**config.mk**
```make
export PLATFORM = sky130hd
export DESIGN_NAME = argmax_unit
export DESIGN_NICKNAME = d
export VERILOG_FILES = /design/src/rtl/nn_pkg.sv /design/src/rtl/seven_seg_decoder.sv /design/src/rtl/argmax_unit.sv
export SDC_FILE = /design/constraint.sdc
export NUM_CORES = 1
export LEC_CHECK = 0
export CAP_MARGIN = 20
export CORE_UTILIZATION = 48
export CTS_CLUSTER_SIZE = 10
export DETAILED_ROUTE_END_ITERATION = 10
export PLACE_DENSITY = 0.8
export SLEW_MARGIN = 30
export SYNTH_ARGS = -nofsm -noshare
export SYNTH_HDL_FRONTEND = slang
export SYNTH_SLANG_ARGS = --single-unit
```
**constraint.sdc**
```tcl
create_clock -name clk -period 2.7 [get_ports clk]
set_input_delay 0.54 -clock clk [delete_from_list [all_inputs] [get_ports clk]]
set_output_delay 0.54 -clock clk [all_outputs]
set_load 0.01 [all_outputs]
```
**src/rtl/nn_pkg.sv**
```systemverilog
// Shared constants for the NN demo datapath: layer geometry, argmax FSM
// state encoding and active-low seven-segment digit patterns.
package nn_pkg;

    localparam int NN_DATA_WIDTH  = 32;
    localparam int NN_ADDR_WIDTH  = 16;
    localparam int NN_NUM_CLASSES = 10;
    localparam int NN_IDX_WIDTH   = 4;

    typedef enum logic [1:0] {
        ST_IDLE   = 2'd0,
        ST_SCAN   = 2'd1,
        ST_FINISH = 2'd2
    } argmax_state_e;

    // Segment order {g,f,e,d,c,b,a}, a 0 lights the segment.
    localparam logic [6:0] SEG_0     = 7'b1000000;
    localparam logic [6:0] SEG_1     = 7'b1111001;
    localparam logic [6:0] SEG_2     = 7'b0100100;
    localparam logic [6:0] SEG_3     = 7'b0110000;
    localparam logic [6:0] SEG_4     = 7'b0011001;
    localparam logic [6:0] SEG_5     = 7'b0010010;
    localparam logic [6:0] SEG_6     = 7'b0000010;
    localparam logic [6:0] SEG_7     = 7'b1111000;
    localparam logic [6:0] SEG_8     = 7'b0000000;
    localparam logic [6:0] SEG_9     = 7'b0010000;
    localparam logic [6:0] SEG_BLANK = 7'b1111111;

endpackage

```
**src/rtl/seven_seg_decoder.sv**
```systemverilog
// Combinational decimal digit to active-low seven-segment pattern.
// Values 10..15 blank the display.
module seven_seg_decoder
    import nn_pkg::*;
(
    input  logic [3:0] digit,
    output logic [6:0] seg
);

    always_comb begin
        unique case (digit)
            4'd0:    seg = SEG_0;
            4'd1:    seg = SEG_1;
            4'd2:    seg = SEG_2;
            4'd3:    seg = SEG_3;
            4'd4:    seg = SEG_4;
            4'd5:    seg = SEG_5;
            4'd6:    seg = SEG_6;
            4'd7:    seg = SEG_7;
            4'd8:    seg = SEG_8;
            4'd9:    seg = SEG_9;
            default: seg = SEG_BLANK;
        endcase
    end

endmodule

```
**src/rtl/argmax_unit.sv**
```systemverilog
// Scans the layer-4 logit memory through its registered read port and reports
// the signed maximum and its index. Optional ARGMAX_HEX_DISPLAY_EN adds hex_out.
module argmax_unit
    import nn_pkg::*;
#(
    parameter int NUM_CLASSES = NN_NUM_CLASSES,
    parameter int DATA_WIDTH  = NN_DATA_WIDTH,
    parameter int ADDR_WIDTH  = NN_ADDR_WIDTH,
    parameter int IDX_WIDTH   = NN_IDX_WIDTH
) (
    input  logic                         clk,
    input  logic                         resetn,
    input  logic                         start,
    output logic [ADDR_WIDTH-1:0]        read_addr,
    input  logic signed [DATA_WIDTH-1:0] data_in,
    output logic                         busy,
    output logic                         done,
    output logic [IDX_WIDTH-1:0]         max_index,
    output logic signed [DATA_WIDTH-1:0] max_value
`ifdef ARGMAX_HEX_DISPLAY_EN
    ,
    output logic [6:0]                   hex_out
`endif
);

    localparam logic [IDX_WIDTH-1:0] LAST_IDX = IDX_WIDTH'(NUM_CLASSES - 1);

    argmax_state_e                state_q, state_d;
    logic [ADDR_WIDTH-1:0]        read_addr_q, read_addr_d;
    logic                         busy_q, busy_d;
    logic                         done_q, done_d;
    logic [IDX_WIDTH-1:0]         max_index_q, max_index_d;
    logic signed [DATA_WIDTH-1:0] max_value_q, max_value_d;

    // Two-stage latency tracker: iss_* is the address on the port now,
    // cap_* is the address whose data is on data_in now.
    logic                         iss_v_q, iss_v_d;
    logic [IDX_WIDTH-1:0]         iss_idx_q, iss_idx_d;
    logic                         cap_v_q, cap_v_d;
    logic [IDX_WIDTH-1:0]         cap_idx_q, cap_idx_d;
    logic signed [DATA_WIDTH-1:0] best_val_q, best_val_d;
    logic [IDX_WIDTH-1:0]         best_idx_q, best_idx_d;

    logic                         take_sample;
    logic signed [DATA_WIDTH-1:0] next_best_val;
    logic [IDX_WIDTH-1:0]         next_best_idx;
    logic [IDX_WIDTH-1:0]         iss_idx_inc;

    always_comb begin
        // NOTE: every _d starts as its _q so no path leaves a signal unassigned,
        // which would otherwise infer a latch.
        state_d     = state_q;
        read_addr_d = read_addr_q;
        busy_d      = busy_q;
        done_d      = done_q;
        max_index_d = max_index_q;
        max_value_d = max_value_q;
        iss_v_d     = iss_v_q;
        iss_idx_d   = iss_idx_q;
        cap_v_d     = cap_v_q;
        cap_idx_d   = cap_idx_q;
        best_val_d  = best_val_q;
        best_idx_d  = best_idx_q;

        // Strict greater-than keeps the lower index on ties.
        take_sample   = cap_v_q && ((cap_idx_q == '0) || (data_in > best_val_q));
        next_best_val = take_sample ? data_in   : best_val_q;
        next_best_idx = take_sample ? cap_idx_q : best_idx_q;
        iss_idx_inc   = iss_idx_q + IDX_WIDTH'(1);

        unique case (state_q)
            ST_IDLE: begin
                if (start) begin
                    state_d     = ST_SCAN;
                    read_addr_d = '0;
                    busy_d      = 1'b1;
                    iss_v_d     = 1'b1;
                    iss_idx_d   = '0;
                    cap_v_d     = 1'b0;
                end
            end

            ST_SCAN: begin
                cap_v_d    = iss_v_q;
                cap_idx_d  = iss_idx_q;
                best_val_d = next_best_val;
                best_idx_d = next_best_idx;

                if (iss_v_q && (iss_idx_q != LAST_IDX)) begin
                    iss_idx_d   = iss_idx_inc;
                    read_addr_d = ADDR_WIDTH'(iss_idx_inc);
                end else begin
                    iss_v_d = 1'b0;
                end

                if (cap_v_q && (cap_idx_q == LAST_IDX)) begin
                    state_d     = ST_FINISH;
                    cap_v_d     = 1'b0;
                    max_index_d = next_best_idx;
                    max_value_d = next_best_val;
                    done_d      = 1'b1;
                end
            end

            ST_FINISH: begin
                state_d = ST_IDLE;
                done_d  = 1'b0;
                busy_d  = 1'b0;
            end

            default: begin
                state_d = ST_IDLE;
                done_d  = 1'b0;
                busy_d  = 1'b0;
                iss_v_d = 1'b0;
                cap_v_d = 1'b0;
            end
        endcase
    end

    always_ff @(posedge clk or negedge resetn) begin
        // NOTE: sequential state uses non-blocking assignments so every flop
        // samples the pre-edge values regardless of statement order.
        if (!resetn) begin
            state_q     <= ST_IDLE;
            read_addr_q <= '0;
            busy_q      <= 1'b0;
            done_q      <= 1'b0;
            max_index_q <= '0;
            max_value_q <= '0;
            iss_v_q     <= 1'b0;
            iss_idx_q   <= '0;
            cap_v_q     <= 1'b0;
            cap_idx_q   <= '0;
            best_val_q  <= '0;
            best_idx_q  <= '0;
        end else begin
            state_q     <= state_d;
            read_addr_q <= read_addr_d;
            busy_q      <= busy_d;
            done_q      <= done_d;
            max_index_q <= max_index_d;
            max_value_q <= max_value_d;
            iss_v_q     <= iss_v_d;
            iss_idx_q   <= iss_idx_d;
            cap_v_q     <= cap_v_d;
            cap_idx_q   <= cap_idx_d;
            best_val_q  <= best_val_d;
            best_idx_q  <= best_idx_d;
        end
    end

    assign read_addr = read_addr_q;
    assign busy      = busy_q;
    assign done      = done_q;
    assign max_index = max_index_q;
    assign max_value = max_value_q;

`ifdef ARGMAX_HEX_DISPLAY_EN
    logic [6:0] hex_d, hex_q;

    // Decode the next index so the display updates on the same edge as max_index.
    seven_seg_decoder u_hex (
        .digit (4'(max_index_d)),
        .seg   (hex_d)
    );

    always_ff @(posedge clk or negedge resetn) begin
        if (!resetn) hex_q <= SEG_0;
        else         hex_q <= hex_d;
    end

    assign hex_out = hex_q;
`endif

endmodule
```
==> run_results.csv, run 1 <==
group,metric,value,unit
status,status,"finished, violations left",
status,violations,"negative setup slack",
drt,topRoutingLayerUsed,"met4",
setup_path,r2r-start,"best_val_q[26]",
cells_and_area,fin_util,78.0,%
grt,grt_pass1_vias,4582,
logic_synthesis,synth_cells,480,
die,rows,36,
timing,min_period,3.11,ns
logic_synthesis,synthArstFlopShare,100,%
setup_path,end_kind,"register",
drt,drt-met1-wl,6.90,mm
clocking,cts.sinks,86,
grt,grt_use_total,28.9,%
cells_and_area,syn_to_final_growth,58.2,%
clocking,clk_latency,0.38,ns
timing,worst_slack,-0.406,ns
hold_path,hp-class,"in2async",
timing,clock_skew,0.0147,ns
placed_design,hpwl,8.96,mm
setup_path,crit_type,"reg2reg",
timing,finalMaxSlewViolations,0,
timing,worstMarginPinSlew,0.736,ns
logic_synthesis,yosysSeqAreaShare,45.1,%
timing,final-setup-viol-count,72,
grt,grt_overflow,0,
timing,max_freq,322,MHz
grt,grt_pass1_wl,22.5,mm
setup_path,critical_path.top_delay_family,"compound AO/OA/AOI/OAI gates",
drt,dr_wl_met2,8.82,mm
clocking,cts_buffer_depth,2,
power,max-vdd-ir-drop,0.675,mV
job,max_cap_viol_count,0,
cells_and_area,final_area,7550,sq um
cells_and_area,nFillCells,541,
logic_synthesis,ys_seq_elements,86,
logic_synthesis,ys_warn_count,0,
die,dieArea,10300,sq um
setup_path,crit_path_start,"best_val_q[26]",
die,io_pins,89,
setup_path,critical_path.startpoint_type,"register",
drt,vias,4744,
grt,antenna_found_initial,0,
placed_design,gp_congestion,0.831,
setup_path,cp_max_fo,6,
setup_path,rrSetupSlack,-0.41,ns
setup_path,cp_slowest_stage_delay,0.41,ns
placed_design,pre_cts_slack,-0.783,ns
timing,max-slew-margin-rel,50.6,%
cells_and_area,drive_gt1_share,40.6,%
power,powerDensity,1240,nW/um^2
logic_synthesis,synth_cell_types,37,
power,p_leak,3.25,nW
setup_path,cpMostUsedCell,"buf_4",
clocking,cts_hold_buf,0,
setup_path,crit_path_cell_trace,"inv_1 -> ha_4 -> nand4_1 -> buf_4 -> nor3_1 -> a211oi_1 -> o211ai_1 -> buf_4 -> o31ai_4 -> a31oi_4 -> buf_12 -> buf_16 -> mux2_4",
clocking,cts_tree,"built",
timing,grt_setup_unrepaired,"yes",
timing,timing.final.hold_violations,0,
clocking,clk_pin_slew,0.09,ns
clocking,clockRootBuffer,"clkbuf_8",
drt,antenna_left,0,
logic_synthesis,synth_edf_count,0,
die,initial_utilization,49.3,%
logic_synthesis,synth_top_area_share,45.1,%
die,die_y,102,um
setup_path,crit_path_top_delay_cell,"dfrtp_1",
clocking,cts_max_level,3,
timing,tns,-23.54,ns
drt,drt-vias-per-instance,6.26,
cells_and_area,fin_nets,689,
drt,wl,17.8,mm
die,die_w,102,um
drt,drt-initial-drc-count,375,
clocking,cts_buffers,9,
timing,hold_slack,0.119,ns
drt,routedWlPerCell,23.5,um
setup_path,worst_ep_arrival_time,3.37,ns
setup_path,crit_required,2.96,ns
logic_synthesis,synth_area,4770,sq um
power,finalPower,9.34,mW
placed_design,portBuffers,76,
logic_synthesis,avgSynthCellArea,9.94,sq um
logic_synthesis,yosysTopAreaCell,"dfrtp_1",
cells_and_area,diodes,0,
placed_design,dpl_cell_area,6220,sq um
die,coreArea,9680,sq um
timing,fin_crit_sh,115,%
placed_design,dpl.cell_count,710,
logic_synthesis,synth_ff_type,"dfrtp_1",
cells_and_area,layout.cells.non_filler,758,
drt,drtPass1Iterations,5,
setup_path,crit_buf_inv,5,
drt,route.detailed.drc,0,
grt,grt_start_max_net_pins,40,
drt,met3_wirelength,1.15,mm
logic_synthesis,synth_area_leaders,"dfrtp_1 (45%), ha_1 (8.9%), mux2_1 (7.1%), a41oi_1 (5.9%), o31ai_1 (5.0%)",
routing by layer:
layer	track usage (%)	vias up
li1	-	1996
met1	35.1	2378
met2	48.9	286
met3	4.69	84
met4	16.2	0
met5	0	-
cells in the mapped netlist, drive strengths merged (5+ instances only):
cell type and count:
a21oi 46, a41oi 32, buf 20, clkbuf 24
dfrtp 86, ha 34, inv 38, mux2 36
nand2 32, nand3 5, nand4 9, nor2 42
nor3 6, o21ai 13, o31ai 33
placed cells by master (no fill, tap or decap), drive strengths merged:
| master | count |
|---|---|
| dfrtp | 86 |
| buf | 85 |
| clkdlybuf4s50 | 51 |
| a21oi | 46 |
| nor2 | 42 |
| inv | 38 |
| mux2 | 36 |
| ha | 34 |
| o31ai | 33 |
| nand2 | 32 |
| a41oi | 32 |
| clkbuf | 15 |
| o21ai | 13 |
| conb | 12 |
| dlygate4sd2 | 11 |
| nand4 | 9 |
| clkinv | 7 |
| nor3 | 6 |
| dlymetal6s2s | 5 |
| nand3 | 5 |
| clkdlybuf4s15 | 4 |
| o211ai | 3 |
| nand2b | 3 |
| xor2 | 2 |
| a211oi | 2 |
| or3 | 2 |
| or2 | 1 |
| or4 | 1 |
| o41ai | 1 |
| nor2b | 1 |
| a211o | 1 |
| a221oi | 1 |
| o31a | 1 |
| a31oi | 1 |
| a31o | 1 |
| o22ai | 1 |
| bufinv | 1 |
registers in the layout, indices dropped and copies added (netlist names), 2 cells and up:
name,cells
state_q,2
cap_idx_q,4
max_value,32
best_idx_q,4
read_addr,4
best_val_q,32
max_index,4
repair_timing:
item | in CTS | in global routing
hold endpoints to repair | 0 | 0
gates cloned | 3 | 4
setup buffers | 14 | 14
gates resized for setup | 57 | 138
setup endpoints to repair | 72 | 72
pin swaps | 13 | 75
area by class of cell:
cell class              count  area (sq um)  area share, %
inverters                  39           146           1.94
well taps                 133           166           2.20
clock inverters             7          75.1          0.994
flip-flops and latches     86          2150           28.5
repair buffers            162          1630           21.5
clock buffers               9           124           1.64
multi-input cells         322          3260           43.2
power by group:
group / leakage, nW / internal, mW / total [mW] / switching [mW]
sequential: 1.02 / 1.93 / 2.46 / 0.534
combinational: 2.12 / 3.09 / 5.92 / 2.83
clock: 0.103 / 0.431 / 0.960 / 0.529
cell families after synthesis:
group / Yosys count / share of synthesized area [%]
adder cells (fa/ha/maj): 34 / 8.91
XOR/XNOR: 2 / 0.367
other: 1 / 0.0786
AND/OR/NAND/NOR: 102 / 9.31
AO/OA/AOI/OAI: 136 / 19.8
multiplexers: 36 / 8.49
flip-flops: 86 / 45.1
buffers and inverters: 83 / 7.97
final timing paths:
| check | to | cells past startpoint |
|---|---|---|
| max reg2reg | best_val_q[29] | 13 |
| min | read_addr[0] | 1 |
| min in group clk | max_value[30] | 3 |
| min reg2reg | max_index[1] | 2 |
| max in group asynchronous | max_value[19] | 2 |
| max | best_val_q[29] | 13 |
worst reg2reg max path: stages, from the launching register on:
cell	delay, ns
dfrtp_1	0.41
inv_1	0.14
ha_4	0.22
nand4_1	0.14
buf_4	0.16
nor3_1	0.06
a211oi_1	0.28
o211ai_1	0.19
buf_4	0.20
o31ai_4	0.36
a31oi_4	0.20
buf_12	0.19
buf_16	0.14
mux2_4	0.31
Power figures use the tool's default switching activity.
==> inputs of run 2 (changes only) <==
--- a/config.mk
+++ b/config.mk
@@ -6,10 +6,13 @@
 export NUM_CORES = 1
 export LEC_CHECK = 0
 export CAP_MARGIN = 20
-export CORE_UTILIZATION = 48
+export CELL_PAD_IN_SITES_DETAIL_PLACEMENT = 0
+export CELL_PAD_IN_SITES_GLOBAL_PLACEMENT = 1
+export CORE_UTILIZATION = 37
 export CTS_CLUSTER_SIZE = 10
 export DETAILED_ROUTE_END_ITERATION = 10
 export PLACE_DENSITY = 0.8
+export RECOVER_POWER = 50
 export SLEW_MARGIN = 30
 export SYNTH_ARGS = -nofsm -noshare
 export SYNTH_HDL_FRONTEND = slang
==> run_results.csv, run 2 (synthesis results as in run 1) <==
group,metric,value,unit
clocking,clk_latency,0.35,ns
clocking,cts_max_level,3,
setup_path,cp_slowest_stage_delay,0.63,ns
setup_path,cp_max_fo,6,
clocking,clk_pin_slew,0.06,ns
power,p_leak,3.36,nW
die,die_y,116,um
setup_path,end_kind,"register",
setup_path,r2r_cells,11,
timing,min_period,3.00,ns
setup_path,critical_path.startpoint_type,"register",
power,powerDensity,1270,nW/um^2
setup_path,crit_type,"reg2reg",
power,finalPower,9.91,mW
die,io_pins,89,
timing,clock_skew,0.00726,ns
timing,fin_crit_sh,111,%
die,rows,41,
cells_and_area,final_area,7820,sq um
hold_path,holdPathStages,2,
placed_design,portBuffers,76,
hold_path,hp-class,"reg2reg",
setup_path,worst_ep_arrival_time,3.22,ns
cells_and_area,layout_commonest_cell,"dfrtp_1",
power,max-vdd-ir-drop,0.637,mV
cells_and_area,mostFrequentLayoutCells,"dfrtp_1 (86), buf_4 (62), clkdlybuf4s50_1 (50), nor2_1 (41), a21oi_1 (37)",
clocking,cts_buffer_depth,2,
grt,grt_pass1_vias,4512,
timing,worstMarginPinSlew,1.82,ns
timing,max_freq,333,MHz
clocking,cts_buffers,9,
cells_and_area,fin_nets,694,
status,status,"finished, violations left",
setup_path,r2r-start,"best_val_q[19]",
hold_path,hold_end,"max_index[1]",
cells_and_area,syn_to_final_growth,63.7,%
clocking,cts_tree,"built",
timing,tns,-16.16,ns
setup_path,crit_path_cell_trace,"inv_2 -> ha_4 -> nand4_1 -> or4_4 -> buf_12 -> nor3_4 -> o31ai_4 -> a31oi_4 -> buf_12 -> buf_12 -> mux2_4",
cells_and_area,fin_util,61.9,%
drt,routedWlPerCell,20.9,um
placed_design,pre_cts_slack,-0.864,ns
drt,drtPass1Iterations,6,
status,violations,"max-capacitance violations, max-slew violations, negative setup slack",
grt,antenna_found_initial,0,
grt,grt_use_total,23.4,%
grt,grt_pass1_wl,23.8,mm
drt,drt-initial-drc-count,286,
die,coreArea,12600,sq um
setup_path,cpMostUsedCell,"buf_12",
drt,wl,16.7,mm
placed_design,hpwl,8.72,mm
drt,vias,4552,
hold_path,hp-start,"max_index[1]",
clocking,cts.sinks,86,
drt,drt-vias-per-instance,5.68,
cells_and_area,diodes,0,
grt,grt_overflow,0,
timing,finalMaxSlewViolations,34,
die,initial_utilization,37.8,%
timing,hold_slack,0.492,ns
drt,antenna_left,0,
setup_path,crit_required,2.92,ns
die,dieArea,13400,sq um
placed_design,dpl.cell_count,752,
placed_design,dpl_cell_area,6310,sq um
setup_path,crit_path_top_delay_cell,"or4_4",
die,die_w,116,um
cells_and_area,drive_gt1_share,39.9,%
job,max_cap_viol_count,1,
setup_path,r2r-end,"best_val_q[31]",
drt,route.detailed.drc,0,
setup_path,rrSetupSlack,-0.30,ns
clocking,clockRootBuffer,"clkbuf_16",
timing,max-slew-margin-rel,-21.4,%
placed_design,gp_congestion,0.804,
timing,worst_slack,-0.300,ns
timing,timing.final.hold_violations,0,
cells_and_area,layout.cells.non_filler,801,
grt,grt_start_max_net_pins,40,
timing,grt_setup_unrepaired,"yes",
timing,final-setup-viol-count,72,
-- run 2: final cells by class --
class                      instances  area, sq um
multi-input combinational        322         3240
tap                              172          215
clock buffer                      10          239
clock inverter                     5          108
inverter                          39          146
timing repair buffer             167         1720
fill                             995         4800
sequential                        86         2150
-- run 2: critical path: cells and delay by family, from the launching register on --
| kind | cells | cell delay, ns |
|---|---|---|
| buffers and inverters | 4 | 0.54 |
| and+or+nand+nor | 3 | 1.03 |
| adders and majority gates | 1 | 0.26 |
| AOI/OAI and AO/OA | 2 | 0.35 |
| muxes | 1 | 0.32 |
| DFF | 1 | 0.37 |
-- run 2: power by group --
part / internal, mW / switching (mW)
registers: 1.93 / 0.497
clock network: 0.928 / 0.529
logic: 3.27 / 2.75
total: 6.13 / 3.78
-- run 2: metal layers --
| layer | wire (um) | global-route usage (%) | share of wire [%] | vias to the layer above |
|---|---|---|---|---|
| li1 | - | - | - | 2020 |
| met1 | 6810 | 30.6 | 41 | 2289 |
| met2 | 8310 | 38.9 | 50 | 192 |
| met3 | 941 | 3.19 | 5.6 | 51 |
| met4 | 679 | 10.2 | 4.1 | 0 |
| met5 | 0 | 0 | 0 | - |
-- run 2: repair_timing --
action	in CTS	in global routing
pin swaps	17	55
endpoints found under the setup margin	72	72
hold buffers	0	0
cloned	5	7
resized for setup	99	107
buffers inserted	13	9
-- run 2: how the worst max path moves through the flow --
stage,start,to,slack (ns),depth (start not counted)
after CTS,best_val_q[18],best_val_q[31],-0.25,11
after global routing,best_val_q[19],max_value[26],-0.33,12
after detailed placement,data_in[17],best_val_q[22],-0.86,10
after floorplan,data_in[30],best_idx_q[3],-0.16,10
after global placement,data_in[17],max_value[13],-0.76,10
final,best_val_q[19],best_val_q[31],-0.30,11
==> inputs of run 3 (changes only) <==
--- a/config.mk
+++ b/config.mk
@@ -5,6 +5,7 @@
 export SDC_FILE = /design/constraint.sdc
 export NUM_CORES = 1
 export LEC_CHECK = 0
+export ABC_CLOCK_PERIOD_IN_PS = 2700
 export CAP_MARGIN = 20
 export CELL_PAD_IN_SITES_DETAIL_PLACEMENT = 0
 export CELL_PAD_IN_SITES_GLOBAL_PLACEMENT = 1
==> results of run 3 <==
The final DEF is identical to that of run 2; final timing and power are the same.
